$ cat config.mk
export PLATFORM = sky130hd
export DESIGN_NAME = core_muldiv
export DESIGN_NICKNAME = d
export VERILOG_FILES = /design/src/rtl/core_pkg.sv /design/src/rtl/core_muldiv_step.sv /design/src/rtl/core_muldiv.sv
export SDC_FILE = /design/constraint.sdc
export NUM_CORES = 1
export LEC_CHECK = 0
export CORE_MARGIN = 10
export CORE_UTILIZATION = 50
export DETAILED_ROUTE_END_ITERATION = 10
export PLACE_DENSITY = 0.79
export SLEW_MARGIN = 10
export SYNTH_ARGS = -nofsm -noshare
export SYNTH_HDL_FRONTEND = slang
export SYNTH_SLANG_ARGS = --single-unit
$ cat constraint.sdc
create_clock -name clk -period 10.1 [get_ports clk]
set_clock_uncertainty 0.1 [all_clocks]
set_input_delay 1.01 -clock clk [delete_from_list [all_inputs] [get_ports clk]]
set_output_delay 1.01 -clock clk [all_outputs]
set_load 0.02 [all_outputs]
$ cat src/rtl/core_pkg.sv
// core_pkg: shared definitions for the integer core.
//   - OPCODE_OP / FUNCT7_MULDIV identify the RV32M/RV64M group so the decoder
//     can route those instructions to core_muldiv instead of the ALU.
//   - muldiv_op_t mirrors funct3 of the M-extension instructions.
//   - muldiv_state_t is the multiply/divide sequencer state.
//   - rs1_signed / rs2_signed tell which operands are treated as two's complement.
package core_pkg;

    localparam logic [6:0] OPCODE_OP     = 7'b0110011;
    localparam logic [6:0] FUNCT7_MULDIV = 7'b0000001;

    typedef enum logic [2:0] {
        OP_MUL    = 3'b000,
        OP_MULH   = 3'b001,
        OP_MULHSU = 3'b010,
        OP_MULHU  = 3'b011,
        OP_DIV    = 3'b100,
        OP_DIVU   = 3'b101,
        OP_REM    = 3'b110,
        OP_REMU   = 3'b111
    } muldiv_op_t;

    typedef enum logic [1:0] {
        IDLE = 2'b00,
        CALC = 2'b01,
        FIX  = 2'b10,
        DONE = 2'b11
    } muldiv_state_t;

    // MUL produces only the low half, which is sign-agnostic, so it is unsigned here.
    function automatic logic rs1_signed(input muldiv_op_t op);
        logic s;
        case (op)
            OP_MULH, OP_MULHSU, OP_DIV, OP_REM: s = 1'b1;
            default:                            s = 1'b0;
        endcase
        return s;
    endfunction

    function automatic logic rs2_signed(input muldiv_op_t op);
        logic s;
        case (op)
            OP_MULH, OP_DIV, OP_REM: s = 1'b1;
            default:                 s = 1'b0;
        endcase
        return s;
    endfunction

endpackage

$ cat src/rtl/core_muldiv_step.sv
// core_muldiv_step: one iteration of the multiply/divide datapath (combinational).
//   mode_div  : 0 = shift-add multiply step, 1 = restoring divide step
//   acc_hi    : XLEN+1 bits; product high half (multiply) or partial remainder (divide)
//   acc_lo    : XLEN bits; multiplier bits still to consume plus product low bits
//               (multiply), or dividend bits still to consume plus quotient bits (divide)
//   opnd      : multiplicand magnitude (multiply) or divisor magnitude (divide)
//   nxt_hi/lo : accumulator after STEP_BITS single-bit steps
module core_muldiv_step #(
    parameter int XLEN      = 32,
    parameter int STEP_BITS = 1
) (
    input  logic            mode_div,
    input  logic [XLEN:0]   acc_hi,
    input  logic [XLEN-1:0] acc_lo,
    input  logic [XLEN-1:0] opnd,
    output logic [XLEN:0]   nxt_hi,
    output logic [XLEN-1:0] nxt_lo
);

    logic [XLEN:0]   hi_s;
    logic [XLEN-1:0] lo_s;
    logic [XLEN:0]   sum_s;
    logic [XLEN:0]   shf_s;
    logic [XLEN+1:0] diff_s;

    // Unrolled chain of STEP_BITS single-bit multiply or divide steps.
    always_comb begin
        hi_s   = acc_hi;
        lo_s   = acc_lo;
        sum_s  = {(XLEN+1){1'b0}};
        shf_s  = {(XLEN+1){1'b0}};
        diff_s = {(XLEN+2){1'b0}};
        for (int i = 0; i < STEP_BITS; i++) begin
            if (mode_div) begin
                // Bring the next dividend bit into the remainder and try to subtract.
                shf_s  = {hi_s[XLEN-1:0], lo_s[XLEN-1]};
                diff_s = {1'b0, shf_s} - {2'b00, opnd};
                if (diff_s[XLEN+1] == 1'b0) begin
                    hi_s = diff_s[XLEN:0];
                    lo_s = {lo_s[XLEN-2:0], 1'b1};
                end else begin
                    hi_s = shf_s;
                    lo_s = {lo_s[XLEN-2:0], 1'b0};
                end
            end else begin
                // Add multiplicand if the current multiplier LSB is set, then shift
                // the whole accumulator right; product bits fill in from the top of lo.
                sum_s = {1'b0, hi_s[XLEN-1:0]} +
                        (lo_s[0] ? {1'b0, opnd} : {(XLEN+1){1'b0}});
                hi_s  = {1'b0, sum_s[XLEN:1]};
                lo_s  = {sum_s[0], lo_s[XLEN-1:1]};
            end
        end
        nxt_hi = hi_s;
        nxt_lo = lo_s;
    end

endmodule

$ cat src/rtl/core_muldiv.sv
// core_muldiv: iterative RV32M/RV64M multiply/divide unit for the EX stage.
//   clk, rst          : clock, asynchronous active-high reset
//   i_start, i_funct3 : request and M-extension funct3 (sampled in IDLE or DONE)
//   i_num1u, i_num2u  : rs1 / rs2 values
//   i_flush           : abandon the current operation
//   o_busy            : high in CALC and FIX; pipeline stalls
//   o_done            : one-cycle pulse in DONE; o_res valid
//   o_res             : result, held until a new result is produced
// Latency is XLEN/STEP_BITS + 2 cycles; divide-by-zero and signed overflow
// are resolved at accept time and finish in one cycle.
module core_muldiv
    import core_pkg::*;
#(
    parameter int XLEN      = 32,
    parameter int STEP_BITS = 1
) (
    input  logic            clk,
    input  logic            rst,
    input  logic            i_start,
    input  logic [2:0]      i_funct3,
    input  logic [XLEN-1:0] i_num1u,
    input  logic [XLEN-1:0] i_num2u,
    input  logic            i_flush,
    output logic            o_busy,
    output logic            o_done,
    output logic [XLEN-1:0] o_res
);

    localparam int              N_ITER   = XLEN / STEP_BITS;
    localparam int              CNT_W    = $clog2(N_ITER + 1);
    localparam logic [CNT_W-1:0] CNT_LOAD = CNT_W'(N_ITER);
    localparam logic [CNT_W-1:0] CNT_ONE  = CNT_W'(1);
    localparam logic [XLEN-1:0] ZERO     = {XLEN{1'b0}};
    localparam logic [XLEN-1:0] ALL_ONES = {XLEN{1'b1}};
    localparam logic [XLEN-1:0] MOST_NEG = {1'b1, {(XLEN-1){1'b0}}};

    muldiv_state_t   state_r, state_nxt_s;
    muldiv_op_t      op_r, op_in_s;
    logic            sign1_r, sign2_r, busy_r, done_r;
    logic [CNT_W-1:0] cnt_r;
    logic [XLEN:0]   hi_r, step_hi_s;
    logic [XLEN-1:0] lo_r, opnd_r, res_r, step_lo_s;

    logic            accept_s, is_div_s, sign1_s, sign2_s;
    logic            div_zero_s, ovf_s, special_s;
    logic [XLEN-1:0] mag1_s, mag2_s, special_res_s, fix_res_s, quo_s, rem_s;
    logic [2*XLEN-1:0] prod_s;

    core_muldiv_step #(.XLEN(XLEN), .STEP_BITS(STEP_BITS)) u_step (
        .mode_div (op_r[2]),
        .acc_hi   (hi_r),
        .acc_lo   (lo_r),
        .opnd     (opnd_r),
        .nxt_hi   (step_hi_s),
        .nxt_lo   (step_lo_s)
    );

    // Request decode: acceptance, operand signs/magnitudes and one-cycle special cases.
    always_comb begin
        op_in_s    = muldiv_op_t'(i_funct3);
        is_div_s   = i_funct3[2];
        accept_s   = i_start & ~i_flush & ((state_r == IDLE) | (state_r == DONE));
        sign1_s    = rs1_signed(op_in_s) & i_num1u[XLEN-1];
        sign2_s    = rs2_signed(op_in_s) & i_num2u[XLEN-1];
        mag1_s     = sign1_s ? (ZERO - i_num1u) : i_num1u;
        mag2_s     = sign2_s ? (ZERO - i_num2u) : i_num2u;
        div_zero_s = is_div_s & (i_num2u == ZERO);
        ovf_s      = ((op_in_s == OP_DIV) | (op_in_s == OP_REM)) &
                     (i_num1u == MOST_NEG) & (i_num2u == ALL_ONES);
        special_s  = div_zero_s | ovf_s;
        // funct3[1] separates REM/REMU from DIV/DIVU.
        if (div_zero_s) begin
            special_res_s = i_funct3[1] ? i_num1u : ALL_ONES;
        end else if (ovf_s) begin
            special_res_s = i_funct3[1] ? ZERO : i_num1u;
        end else begin
            special_res_s = ZERO;
        end
    end

    // Sign fix-up and result selection from the finished accumulator.
    always_comb begin
        prod_s = {hi_r[XLEN-1:0], lo_r};
        if (sign1_r ^ sign2_r) begin
            prod_s = {(2*XLEN){1'b0}} - prod_s;
        end else begin
            prod_s = prod_s;
        end
        quo_s = (sign1_r ^ sign2_r) ? (ZERO - lo_r) : lo_r;
        rem_s = sign1_r ? (ZERO - hi_r[XLEN-1:0]) : hi_r[XLEN-1:0];
        case (op_r)
            OP_MUL:                        fix_res_s = prod_s[XLEN-1:0];
            OP_MULH, OP_MULHSU, OP_MULHU:  fix_res_s = prod_s[2*XLEN-1:XLEN];
            OP_DIV, OP_DIVU:               fix_res_s = quo_s;
            OP_REM, OP_REMU:               fix_res_s = rem_s;
            default:                       fix_res_s = ZERO;
        endcase
    end

    // Sequencer next state; flush overrides everything, including a new start.
    always_comb begin
        state_nxt_s = state_r;
        if (i_flush) begin
            state_nxt_s = IDLE;
        end else if (accept_s) begin
            state_nxt_s = special_s ? DONE : CALC;
        end else begin
            case (state_r)
                IDLE:    state_nxt_s = IDLE;
                CALC:    state_nxt_s = (cnt_r == CNT_ONE) ? FIX : CALC;
                FIX:     state_nxt_s = DONE;
                DONE:    state_nxt_s = IDLE;
                default: state_nxt_s = IDLE;
            endcase
        end
    end

    // State, status outputs and datapath registers.
    always_ff @(posedge clk or posedge rst) begin
        if (rst) begin
            state_r <= IDLE;
            op_r    <= OP_MUL;
            sign1_r <= 1'b0;
            sign2_r <= 1'b0;
            busy_r  <= 1'b0;
            done_r  <= 1'b0;
            cnt_r   <= {CNT_W{1'b0}};
            hi_r    <= {(XLEN+1){1'b0}};
            lo_r    <= ZERO;
            opnd_r  <= ZERO;
            res_r   <= ZERO;
        end else begin
            state_r <= state_nxt_s;
            busy_r  <= (state_nxt_s == CALC) | (state_nxt_s == FIX);
            done_r  <= (state_nxt_s == DONE);
            if (accept_s) begin
                op_r    <= op_in_s;
                sign1_r <= sign1_s;
                sign2_r <= sign2_s;
                cnt_r   <= CNT_LOAD;
                hi_r    <= {(XLEN+1){1'b0}};
                // lo carries the bits to be consumed: multiplier or dividend.
                lo_r    <= is_div_s ? mag1_s : mag2_s;
                opnd_r  <= is_div_s ? mag2_s : mag1_s;
                if (special_s) begin
                    res_r <= special_res_s;
                end
            end else if ((state_r == CALC) && !i_flush) begin
                hi_r  <= step_hi_s;
                lo_r  <= step_lo_s;
                cnt_r <= cnt_r - CNT_ONE;
            end else if ((state_r == FIX) && !i_flush) begin
                res_r <= fix_res_s;
            end
        end
    end

    assign o_busy = busy_r;
    assign o_done = done_r;
    assign o_res  = res_r;

endmodule

# Word level (Yosys, flattened, before mapping)
# Cells that the tools add are included.
[classes]
add_sub_neg = 8
eq_ne = 22
muxes = 34
n_bitwise = 13
reduce_logical = 15
[ops]
columns = ["op", "n"]
rows = [
  ["$mux W32", 22],
  ["$pmux W32 S4", 1],
  ["$sub A1 B32 Y32 const A", 4],
  ["$eq A32 B32 Y1 const B", 2],
  ["$mux W64", 1],
  ["$sub A1 B64 Y64 const A", 1],
  ["$sub A33 B32 Y34", 1],
  ["$add A32 B32 Y33", 1],
  ["$logic_not A32 Y1", 1],
  ["$eq A3 B3 Y1 const B", 6],
  ["$mux W6", 2],
  ["$eq A3 B2 Y1 const B", 3],
  ["$eq A2 B2 Y1 const B", 4],
  ["$mux W2", 4],
  ["$and A1 B1 Y1", 7],
  ["$eq A3 B1 Y1 const B", 2],
  ["$eq A6 B1 Y1 const B", 1],
  ["$pmux W2 S3", 1],
  ["$reduce_or A2 Y1", 3],
  ["$reduce_or A3 Y1", 2],
  ["$sub A6 B1 Y6 const B", 1],
  ["$eq A2 B1 Y1 const B", 2],
  ["$or A1 B1 Y1", 4],
  ["$reduce_bool A2 Y1", 2],
  ["11 further kinds", 14],
]
[totals]
regBits = 143
elab_cells = 103

# Logic depth before layout (Yosys ltp)
# Gate-level depths: netlist of run 1.
[depth]
word_depth = 10
ltp_mapped = 14
ltp_nobuf = 13

# Modules after synthesis
# Synthesis of run 1 repeated with hierarchy kept, for this count alone.
[unflattened]
cells_unflattened = 2032
area_unflattened_um2 = 15806.4
[by_module_without_submodules]
columns = ["mod", "instances", "cells_each", "area_per_inst_um2", "seq_area_each_um2"]
rows = [
  ["core_muldiv", 1, 1347, 11104.4, 3603.5],
  ["core_muldiv_step", 1, 685, 4702.0, 0.0],
]

# Worst setup path after synthesis of run 1
# Ideal clock, no wire load.
[synth_timing]
path_kind = "input-to-reg"
start = "input port i_num2u[18]"
end = "register busy_r, in the netlist o_busy"
arrival_ps = 3556
required_ps = 9874
slack_ps = 6318
path_stages = 9
n_path_buf = 0
cell_sequence = "or4_4 -> or4_4 -> or4_4 -> nor2_4 -> and4b_1 -> or2_2 -> nor2_1 -> a311oi_1 -> ha_1"
[synth_via]
elab_chain_cells = 8
word_cells_on_any_way = 11
[synth_lines]
columns = ["element", "line", "rtl"]
rows = [
  ["start, declared", "core_muldiv.sv:22", "input logic [XLEN-1:0] i_num2u,"],
  ["$eq A32 B32 Y1 / $logic_not A32 Y1 (equally long branches)", "core_muldiv.sv:69, core_muldiv.sv:67", ""],
  ["$and A1 B1 Y1 (on tied branches)", "core_muldiv.sv:69, core_muldiv.sv:67", ""],
  ["$or A1 B1 Y1 *", "core_muldiv.sv:70", "special_s = div_zero_s | ovf_s;"],
  ["$mux W2 *", "core_muldiv.sv:106", "state_nxt_s = special_s ? DONE : CALC;"],
  ["$mux W2 *", "core_muldiv.sv:105", "end else if (accept_s) begin"],
  ["$mux W2 *", "core_muldiv.sv:103", "if (i_flush) begin"],
  ["net state_nxt_s[1]", "core_muldiv.sv:37", "muldiv_state_t state_r, state_nxt_s;"],
  ["$eq A2 B1 Y1 / $eq A2 B2 Y1 (equally long branches)", "core_muldiv.sv:134", "busy_r <= (state_nxt_s == CALC) | (state_nxt_s == FIX);"],
  ["$or A1 B1 Y1 *", "core_muldiv.sv:134", ""],
  ["end signal, assigned", "core_muldiv.sv:134", ""],
  ["end, declared", "core_muldiv.sv:39", "logic sign1_r, sign2_r, busy_r, done_r;"],
]
# Mark *: on every way through the listed nets, which the timed path passes. The rest lies on a longest branch.
# A chain may end at the register's enable or synchronous reset.

# Worst setup path in the final report of run 1
[layout_timing]
start = "register lo_r[0]"
end = "register hi_r[30]"
[layout_via]
elab_chain_cells = 5
[layout_lines]
columns = ["element", "line", "rtl"]
rows = [
  ["start, declared", "core_muldiv.sv:42", "logic [XLEN-1:0] lo_r, opnd_r, res_r, step_lo_s;"],
  ["start signal, assigned", "core_muldiv.sv:143", "lo_r <= is_div_s ? mag1_s : mag2_s;"],
  ["start signal, assigned", "core_muldiv.sv:150", "lo_r <= step_lo_s;"],
  ["$mux W32", "core_muldiv_step.sv:49", "(lo_s[0] ? {1'b0, opnd} : {(XLEN+1){1'b0}});"],
  ["$add A32 B32 Y33", "core_muldiv_step.sv:48", "sum_s = {1'b0, hi_s[XLEN-1:0]} +"],
  ["$mux W32", "core_muldiv_step.sv:34", "if (mode_div) begin"],
  ["$mux W32", "core_muldiv.sv:148", "end else if ((state_r == CALC) && !i_flush) begin"],
  ["$mux W32", "core_muldiv.sv:136", "if (accept_s) begin"],
  ["end signal, assigned", "core_muldiv.sv:128", "hi_r <= {(XLEN+1){1'b0}};"],
  ["end signal, assigned", "core_muldiv.sv:141", "hi_r <= {(XLEN+1){1'b0}};"],
  ["end signal, assigned", "core_muldiv.sv:149", "hi_r <= step_hi_s;"],
  ["end, declared", "core_muldiv.sv:41", "logic [XLEN:0] hi_r, step_hi_s;"],
]
# No other way between the ends. The select of a mux whose other input is x is not followed.

==> flow_metrics.py, run 1 <==
metrics = {
    "global_route": {
        "grt_pass1_vias": 15160,
        "overflow": 0,
        "grt_pass1_wl_mm": 90.06,
        "antenna_found_initial": 0,
        "grt_start_max_net_pins": 127,
        "grt_usage_pct": 29.91,
    },
    "layout": {
        "fin_cells": 2409,
        "mostFrequentLayoutCells": "nand2_1, o21ai_0, nor2_1",
        "nets": 2153,
        "fin_area_um2": 16800,
        "final_common_cell": "nand2_1",
        "post-route-util_pct": 56.67,
        "drive_above_1_share_pct": 4.559,
        "area_growth_pct": 11.57,
    },
    "sta": {
        "setup_ws_ns": 5.632,
        "rsz0062_at_grt": "no",
        "fmax_mhz": 223.8,
        "worstMarginPinSlew_ns": 1.116,
        "period_minus_slack_ns": 4.468,
        "setup-tns-final_ns": 0,
        "finalHoldViolCount": 0,
        "period_share_pct": 44.24,
        "slew_viol_final": 0,
        "hold_slack_ns": 0.3824,
        "relSlewSlack_pct": 25.58,
        "setup_violations": 0,
    },
    "synth": {
        "ys_top_cells_by_area": "dfrtp_1, o21ai_0, xnor2_1",
        "ys_types": 81,
        "synth_xor_area_share_pct": 10.94,
        "yosys.area_share.adder_pct": 6.499,
        "synth_top_family_by_area": "compound AO/OA/AOI/OAI gates",
        "synth_edf_count": 0,
        "synth.area.mux_share_pct": 4.471,
        "ys_warn_count": 0,
        "synth-seq-cells": 143,
        "syn_area_per_cell_um2": 7.464,
        "ys.flop_type": "dfrtp_1",
        "yosys.area.top_type": "dfrtp_1",
        "synth_area_um2": 15050,
        "seq_area_frac_synth_pct": 23.77,
        "synthDominantCellAreaShare_pct": 23.77,
        "synth_compound_area_share_pct": 26.55,
        "synth-simple-area-share_pct": 21.93,
        "synth_nets": 2165,
        "synth_cells": 2017,
        "synthArstFlopShare_pct": 100.0,
    },
    "worst_setup_path": {
        "required_ns": 10.38,
        "worstReg2RegEnd": "hi_r[30]",
        "worstSetupStartpoint": "lo_r[0]",
        "path_class": "register to register",
        "reg2reg_depth": 13,
        "cp-start-kind": "register",
        "ff2ff_setup_slack_ns": 5.63,
        "cp-end-kind": "register",
        "arrival_ns": 4.75,
        "cp-endpoint": "hi_r[30]",
        "cp_max_fo": 30,
        "r2r-start": "lo_r[0]",
    },
    "route": {
        "top_layer": "met4",
        "first_pass_iters": 7,
        "route.met3.wl_mm": 6.546,
        "vias": 16160,
        "met2_length_mm": 25.08,
        "wl_met1_mm": 24.50,
        "postRouteAntennaNets": 0,
        "drt_iter0_drc": 2287,
        "drt-total-wl_mm": 58.92,
        "route.detailed.drc": 0,
        "vias_per_cell": 6.708,
        "wl_per_cell_um": 24.46,
    },
    "clock_tree": {
        "clkTransAtPathRegs_ns": 0.07,
        "post-cts-setup-buffers": 0,
        "clkSinkCount": 143,
        "tritoncts": "yes",
        "cts_max_level": 4,
        "cts_resized": 0,
        "clock_path_buffers": 2,
        "cts_root_buffer": "clkbuf_16",
        "clk_latency_ns": 0.45,
        "hold_buffers": 0,
        "numCtsBuffers": 17,
    },
    "hold_path": {
        "hp-class": "register to register",
        "hold_path_depth": 2,
    },
    "die": {
        "die_x_um": 193.5,
        "io_pins": 105,
        "dieArea_um2": 37450,
        "num_rows": 63,
        "die_y_um": 193.5,
        "initial_core_util_pct": 50.79,
        "core-area_um2": 29640,
    },
    "placed_design": {
        "dp_slack_ns": 5.426,
        "dp_cells": 2376,
        "placed_area_um2": 16120,
        "post-dp-hpwl_mm": 45.06,
        "routabilityCongestion": 1.026,
        "io_buffer_count": 104,
    },
    "power_and_ir_drop": {
        "p_per_area_nw_per_um2": 349.0,
        "ir_drop_mv": 0.2011,
        "power_mw": 5.862,
        "p_leak_nw": 7.006,
    },
    "run_status": {
        "status": "complete, no violations",
    },
    "flow_run": {
        "maxCapViolCount": 0,
    },
}
[registers in the layout (all words and copies together), names as in the netlist]
signal   cells
hi_r        32
state_r      2
lo_r        32
op_r         3
o_res       32
sign2_r      1
cnt_r        6
opnd_r      32
sign1_r      1
o_busy       1
o_done       1
[worst max-delay path: stages, from the launching register on]
cell	delay (ns)
dfrtp_1	0.47
inv_1	0.12
buf_4	0.34
nor2_1	0.13
ha_1	0.38
a2111oi_0	0.50
nor3_1	0.15
a211oi_1	0.38
o21ai_0	0.32
a41o_1	0.34
o41a_1	0.37
a2111oi_0	0.51
a211o_1	0.18
a211o_1	0.09
[cells in the mapped netlist, drive strengths merged (5+ instances only)]
cell type,number
nand2,220
o21ai,213
nor2,197
dfrtp,143
a21oi,140
clkbuf,123
xnor2,114
ha,75
xor2,74
inv,72
mux2i,65
nor3,49
nand3,43
o221ai,37
o211ai,29
buf,28
o22ai,24
o31ai,24
or4,24
a21o,23
a22oi,23
nand4,23
a31oi,22
nor4,22
nand2b,19
nor2b,16
or3,16
and2,12
o41ai,12
o21a,11
or2,11
and3,10
a2111oi,9
o21bai,9
a211oi,8
a41oi,5
and4,5
nor3b,5
[power breakdown]
part | switching (mW) | internal [mW]
clock | 0.312 | 0.429
combinational | 2.40 | 1.47
sequential | 0.460 | 0.795
total | 3.17 | 2.69
[metal layers]
metal | vias up | track usage, %
li1 | 7292 | -
met1 | 7706 | 40.94
met2 | 1007 | 44.06
met3 | 155 | 6.311
met4 | 0 | 13.62
met5 | - | 0
[cell families after synthesis]
logic type | after synthesis
compound gates | 632
mux | 67
xor+xnor | 188
simple gates | 687
flops | 143
buf+inv | 223
fa+ha+maj | 77
[final cells by class]
type	instances	area (um^2)
inverters	72	275.3
diodes	1	2.502
clock buffers	17	425.4
flip-flops and latches	143	3580
multi-input cells	1651	10620
well taps	390	488.0
clock inverters	15	244.0
repair buffers	120	1159
fillers	2820	12840
[worst min path at each step]
stage	from	end	slack, ns
2_1_floorplan	opnd_r[10]	opnd_r[10]	0.35
3_3_place_gp	opnd_r[2]	opnd_r[2]	0.37
3_5_place_dp	opnd_r[13]	opnd_r[13]	0.37
4_1_cts	opnd_r[13]	opnd_r[13]	0.39
5_1_grt	o_res[18]	o_res[18]	0.42
6_report	opnd_r[13]	opnd_r[13]	0.38
(Power assumes the default switching activity.)
==> run 2: changes to the inputs <==
- clock period: 10.1 -> 4.5 ns (I/O delays scaled with it)
==> run 2 against run 1 <==
- clock-buffer cell count stayed put
- clock power is 110% higher
- register-to-register slack worse by 5.0 ns
- cell area is 2.2% higher
- first-iteration DRC count is 4.6% higher
- critical path depth is 1 higher
- wire length is 4.2% higher
- sequential power is 110% higher
- setup slack worse by 5.0 ns
- critical endpoint is now hi_r[28]
- highest routed layer unchanged
==> flow_metrics.py, run 2 (synthesized netlist as in run 1, its figures left out) <==
metrics = {
    "worst_setup_path": {
        "cp_max_fo": 4,
        "max_stage_delay_ns": 0.62,
        "cp-end-kind": "register",
        "arrival_ns": 4.15,
        "cp-start-kind": "register",
        "required_ns": 4.74,
        "path_class": "register to register",
        "crit_chain": "inv_1 -> ha_1 -> inv_1 -> fa_1 -> a211oi_1 -> o211ai_1 -> nand3_1 -> o31ai_1 -> a31oi_1 -> o41ai_1 -> buf_4 -> or4b_2 -> and4_1 -> o31ai_1",
        "crit_slowest_cell": "or4b_2",
    },
    "global_route": {
        "grt_usage_pct": 31.03,
        "grt_pass1_vias": 15150,
        "grt_start_max_net_pins": 125,
        "antenna_found_initial": 0,
        "overflow": 0,
        "grt_pass1_wl_mm": 92.68,
    },
    "die": {
        "die_y_um": 193.5,
        "die_x_um": 193.5,
        "core-area_um2": 29640,
        "initial_core_util_pct": 50.79,
        "num_rows": 63,
        "io_pins": 105,
        "dieArea_um2": 37450,
    },
    "layout": {
        "nFillCells": 2760,
        "drive_above_1_share_pct": 7.001,
        "final_common_cell": "nand2_1",
        "nets": 2206,
        "mostFrequentLayoutCells": "nand2_1, o21ai_0, nor2_1",
        "area_growth_pct": 14.01,
        "diodes": 0,
        "fin_cells": 2461,
    },
    "clock_tree": {
        "clk_latency_ns": 0.45,
        "cts_max_level": 4,
        "hold_buffers": 0,
        "tritoncts": "yes",
        "clkTransAtPathRegs_ns": 0.08,
        "clock_path_buffers": 2,
        "numCtsBuffers": 17,
        "post-cts-setup-buffers": 0,
        "clkSinkCount": 143,
        "cts_root_buffer": "clkbuf_16",
        "cts_resized": 0,
    },
    "placed_design": {
        "dp_cells": 2429,
        "routabilityCongestion": 1.080,
        "io_buffer_count": 104,
        "post-dp-hpwl_mm": 47.46,
    },
    "sta": {
        "rsz0062_at_grt": "no",
        "finalHoldViolCount": 0,
        "fmax_mhz": 255.7,
        "slew_viol_final": 0,
        "setup_violations": 0,
        "period_minus_slack_ns": 3.911,
        "period_share_pct": 86.92,
        "setup-tns-final_ns": 0,
        "worstMarginPinSlew_ns": 1.146,
        "relSlewSlack_pct": 23.43,
    },
    "route": {
        "vias_per_cell": 6.711,
        "first_pass_iters": 6,
        "route.detailed.drc": 0,
        "drt_iter0_drc": 2392,
        "drt-total-wl_mm": 61.42,
        "wl_per_cell_um": 24.96,
        "postRouteAntennaNets": 0,
        "vias": 16520,
    },
    "hold_path": {
        "hp-class": "primary input to register",
    },
    "run_status": {
        "status": "complete, no violations",
    },
    "flow_run": {
        "maxCapViolCount": 0,
    },
    "power_and_ir_drop": {
        "ir_drop_mv": 0.3993,
        "p_leak_nw": 7.252,
        "p_per_area_nw_per_um2": 787.0,
    },
}
==> run 2: cell types whose count changed in the layout (fill, tap and decap cells not counted) <==
| cell | previous run | this run |
|---|---|---|
| buf_12 | 0 | 2 |
| buf_4 | 17 | 68 |
| diode_2 | 1 | 0 |
| inv_6 | 4 | 5 |
| bufinv_16 | 4 | 2 |
| clkinv_8 | 2 | 1 |
| clkinvlp_4 | 0 | 2 |
==> run 2: path summary, 6_finish.rpt <==
kind	startpoint	endpoint	slack (ns)	depth (start not counted)
min in group asynchronous	rst	opnd_r[22]	0.45	2
worst min register to register	o_res[17]	o_res[17]	0.38	2
max in group asynchronous	rst	lo_r[11]	3.03	3
worst min-delay path	i_funct3[2]	opnd_r[0]	0.31	3
worst max-delay path	lo_r[31]	hi_r[28]	0.59	14
worst max register to register	lo_r[31]	hi_r[28]	0.59	14
==> run 2: metal layers <==
layer / GRT usage (%) / part of all wire [%] / vias to the layer above
met2: 45.53 / 43 / 1104
li1: - / - / 7395
met5: 0 / 0 / -
met4: 13.96 / 4.8 / 0
met1: 42.46 / 41 / 7844
met3: 6.933 / 12 / 172
==> run 2: power by group <==
group / switching (mW) / leakage (nW) / internal (mW)
Clock: 0.696 / 0.297 / 0.848
Sequential: 0.810 / 1.84 / 1.79
Combinational: 5.80 / 5.11 / 3.57
Total: 7.30 / 7.25 / 6.21
==> run 2: worst max-delay path: cells and delay by family, from the launching register on <==
kind / cells / cell delay, ns
simple gates: 3 / 0.98
buf+inv: 3 / 0.34
compound gates: 6 / 1.39
flops: 1 / 0.38
fa+ha+maj: 2 / 0.63
==> run 2: metrics by stage <==
stage                     util (%)  power, mW  cell area (um^2)  worst slack [ns]  hold WS [ns]
final                        57.91      13.51             17160            0.5886        0.3068
after global routing         57.91      14.21             17160            0.4017        0.3203
after CTS                    57.91      13.12             17160            0.6812        0.2941
after detailed placement     55.83      11.55             16550            0.4595        0.3653
after global placement       55.83      11.46             16550            0.4290        0.3671
after floorplan                  -      8.521             15050            0.1121        0.3498
==> run 2: cell type report <==
class | instances | area [um^2] | share of cell area [%]
clock buffers | 17 | 425.4 | 2.478
multi-input cells | 1651 | 10620 | 61.89
inverters | 72 | 275.3 | 1.604
repair buffers | 173 | 1582 | 9.214
flip-flops and latches | 143 | 3580 | 20.86
well taps | 390 | 488.0 | 2.843
clock inverters | 15 | 191.4 | 1.115
==> variant, RTL diff (flow settings as in run 2) <==
The 4 states of `muldiv_state_t` get a Gray code encoding in 2 bits.
--- a/src/rtl/core_pkg.sv
+++ b/src/rtl/core_pkg.sv
@@ -23,8 +23,8 @@
     typedef enum logic [1:0] {
         IDLE = 2'b00,
         CALC = 2'b01,
-        FIX  = 2'b10,
-        DONE = 2'b11
+        FIX  = 2'b11,
+        DONE = 2'b10
     } muldiv_state_t;
 
     // MUL produces only the low half, which is sign-agnostic, so it is unsigned here.
Check against the original RTL: same outputs for any inputs over 4 cycles, from zero or initial values and one cycle with rst high; so few cycles prove little.
==> variant against run 2 <==
Final area shrank 2.5%; non-clock buffer count down 23; routed wire length fell by 9.0%; fmax fell by 2.4%; synthesized cell count fell by 1.8%; sequential cell count down 1; cell count down 2.1%; via count shrank 2.9%; combinational power shrank 31%; setup slack worse by 0.098 ns; total power down 23%; synthesized area is 2.1% lower; core utilization shrank 0.067 points; largest cell class unchanged; largest power group unchanged; highest routed layer unchanged.
==> variant: results (changes against run 2) <==
Outcome = finished, final reports clean
Ratio of cells with drive above 1 in the final layout = 5.38% (-1.6 points)
Worst VDD drop = 0.433 mV (+8.5%)
CP Launch Point = lo_r[0]
Root buf cell = clkbuf_16
Clk_lat worst skew = 0.44 ns
Total CTS buffers = 17 (unchanged)
Data arrival time of the worst path = 4.23 ns (+0.08 ns)
Post-synthesis mux area share = 4.57% (+0.10 points)
Clk slew on worst S/H paths = 0.07 ns
Beginning of the worst hold path = opnd_r[30]
Dpl hpwl = 43.0 mm (-9.5%)
Mean Syn Cell Area = 7.44 um^2 (-0.30%)
Rel. slew slack = 27.1% (+3.7 points)
Initial antenna violation count = 0 (unchanged)
GRT Util Overall = 30.0% (-1.0 points)
Total Nets Final = 2157 (-2.2%)
First-pass GRT wire length = 87.3 mm (-5.8%)
Register-to-Register Path Depth = 11 (-3)
NetSw = 5310 uW (-27%)
Hold WC Path Type = reg2reg
Synth cell types = 77 (-4.9%)
Synthesis warning total = 0 (unchanged)
Post-Syn Nets = 2125 (-1.8%)
Number of global-route vias before repair = 15456 (+2.0%)
Clock tree buffer depth = 2 (unchanged)
Clock H-tree levels = 4 (unchanged)
DR pass1 iterations = 9 (+3)
GP Congestion = 0.992 (-8.2%)
Post-synthesis adder-cell area fraction = 6.30% (-0.20 points)
Largest net degree at the start of global routing = 116 (-7.2%)
Initial DRC count = 2234 (-6.6%)
Post-CTS sizing = 0 (unchanged)
Register area share after synthesis = 24.1% (+0.33 points)
Post-synthesis compound-gate area fraction = 26.8% (+0.27 points)
Max Fanout on Critical Path = 12 (+8)
Critical-path cell with the highest stage delay = or4_4
R2r setup slk = 0.49 ns (-0.10 ns)
Synth Flop Type = dfrtp_1
Antenna Cells = 0 (unchanged)
Routed vias = 16041 (-2.9%)
R2r endpoint = o_res[8]
Port bufs = 104 (unchanged)
Synth top cells by count = nand2_1, nor2_1, o21ai_0
Top cells by area, synth = dfrtp_1, xnor2_1, o21ai_0
Post-route insts no fill = 2410 (-2.1%)
Leak = 0.00697 uW (-3.9%)
Synth Area in XOR/XNOR = 10.9% (-0.065 points)
Synth async-reset ratio = 100% (unchanged)
Setup Buffers After CTS = 0 (unchanged)
Total detailed-routing wirelength = 55.9 mm (-9.0%)
Worst hold stages = 2 (-1)
Hold Crit Endpoint = opnd_r[30]
Critical path's largest stage delay = 0.69 ns (+0.07 ns)
-- variant: cell count changes after synthesis, sizes merged, moves of 9 or more --
cell	run 2	this run
o31ai	24	35
a211oi	8	18
nor2	197	218
nor2b	16	7
o22ai	24	11
nand3	43	25
buf	28	18
nand2	220	230
o21ai	213	189
-- variant: worst max-delay path, delay by kind of cell (launching register included) --
kind	cells	cell delay, ns
xor gates and xnor gates	1	0.18
buffers and inverters	1	0.14
adders and majority gates	1	0.21
AOI/OAI and AO/OA	3	0.82
and+or+nand+nor	5	1.93
DFF	1	0.50
-- variant: area by class of cell --
cell class | instances | area (um^2)
fill | 2647 | 12200
multi-input combinational | 1632 | 10400
sequential | 142 | 3550
timing repair buffer | 150 | 1400
tap | 384 | 480
clock buffer | 17 | 425
inverter | 70 | 268
clock inverter | 15 | 184
-- variant: per-stage QoR --
stage / instance area (um^2) / power (uW) / util (%) / setup WS [ns] / hold WS, ns
after global routing: 16700 / 11000 / 57.8 / 0.267 / 0.410
after floorplan: 14700 / 6760 / - / 0.140 / 0.350
after detailed placement: 16100 / 8630 / 55.7 / 0.350 / 0.374
final: 16700 / 10400 / 57.8 / 0.491 / 0.382
after global placement: 16100 / 8530 / 55.7 / 0.449 / 0.362
after CTS: 16700 / 10200 / 57.8 / 0.579 / 0.387
-- variant: per-layer routing --
metal / track usage [%] / wire length, um
met5: 0 / 0
met4: 13.9 / 2430
met3: 6.09 / 5470
met2: 48.2 / 25400
met1: 38.0 / 22600
-- variant: worst max path at each step --
stage / to / depth (start not counted)
after detailed placement: o_res[21] / 11
after global placement: o_res[21] / 11
after global routing: o_res[8] / 11
final: o_res[8] / 11
after CTS: o_res[30] / 10
after floorplan: cnt_r[0] / 1
-- variant: cell families (layout without fill, tap and decap cells) --
group	count (synthesis)	in the layout
simple gates	697	697
mux	67	67
fa+ha+maj	73	73
compound gates	612	612
xor+xnor	183	183
flops	142	142
buf+inv	207	252
-- variant: power by group through the flow --
stage               combinational [uW]  clock (uW)  sequential (uW)
finish                            6500        1510             2360
global route                      7040        1570             2410
CTS                               6330        1520             2330
detailed placement                6280           0             2350
global placement                  6200           0             2330
floorplan                         4810           0             1950
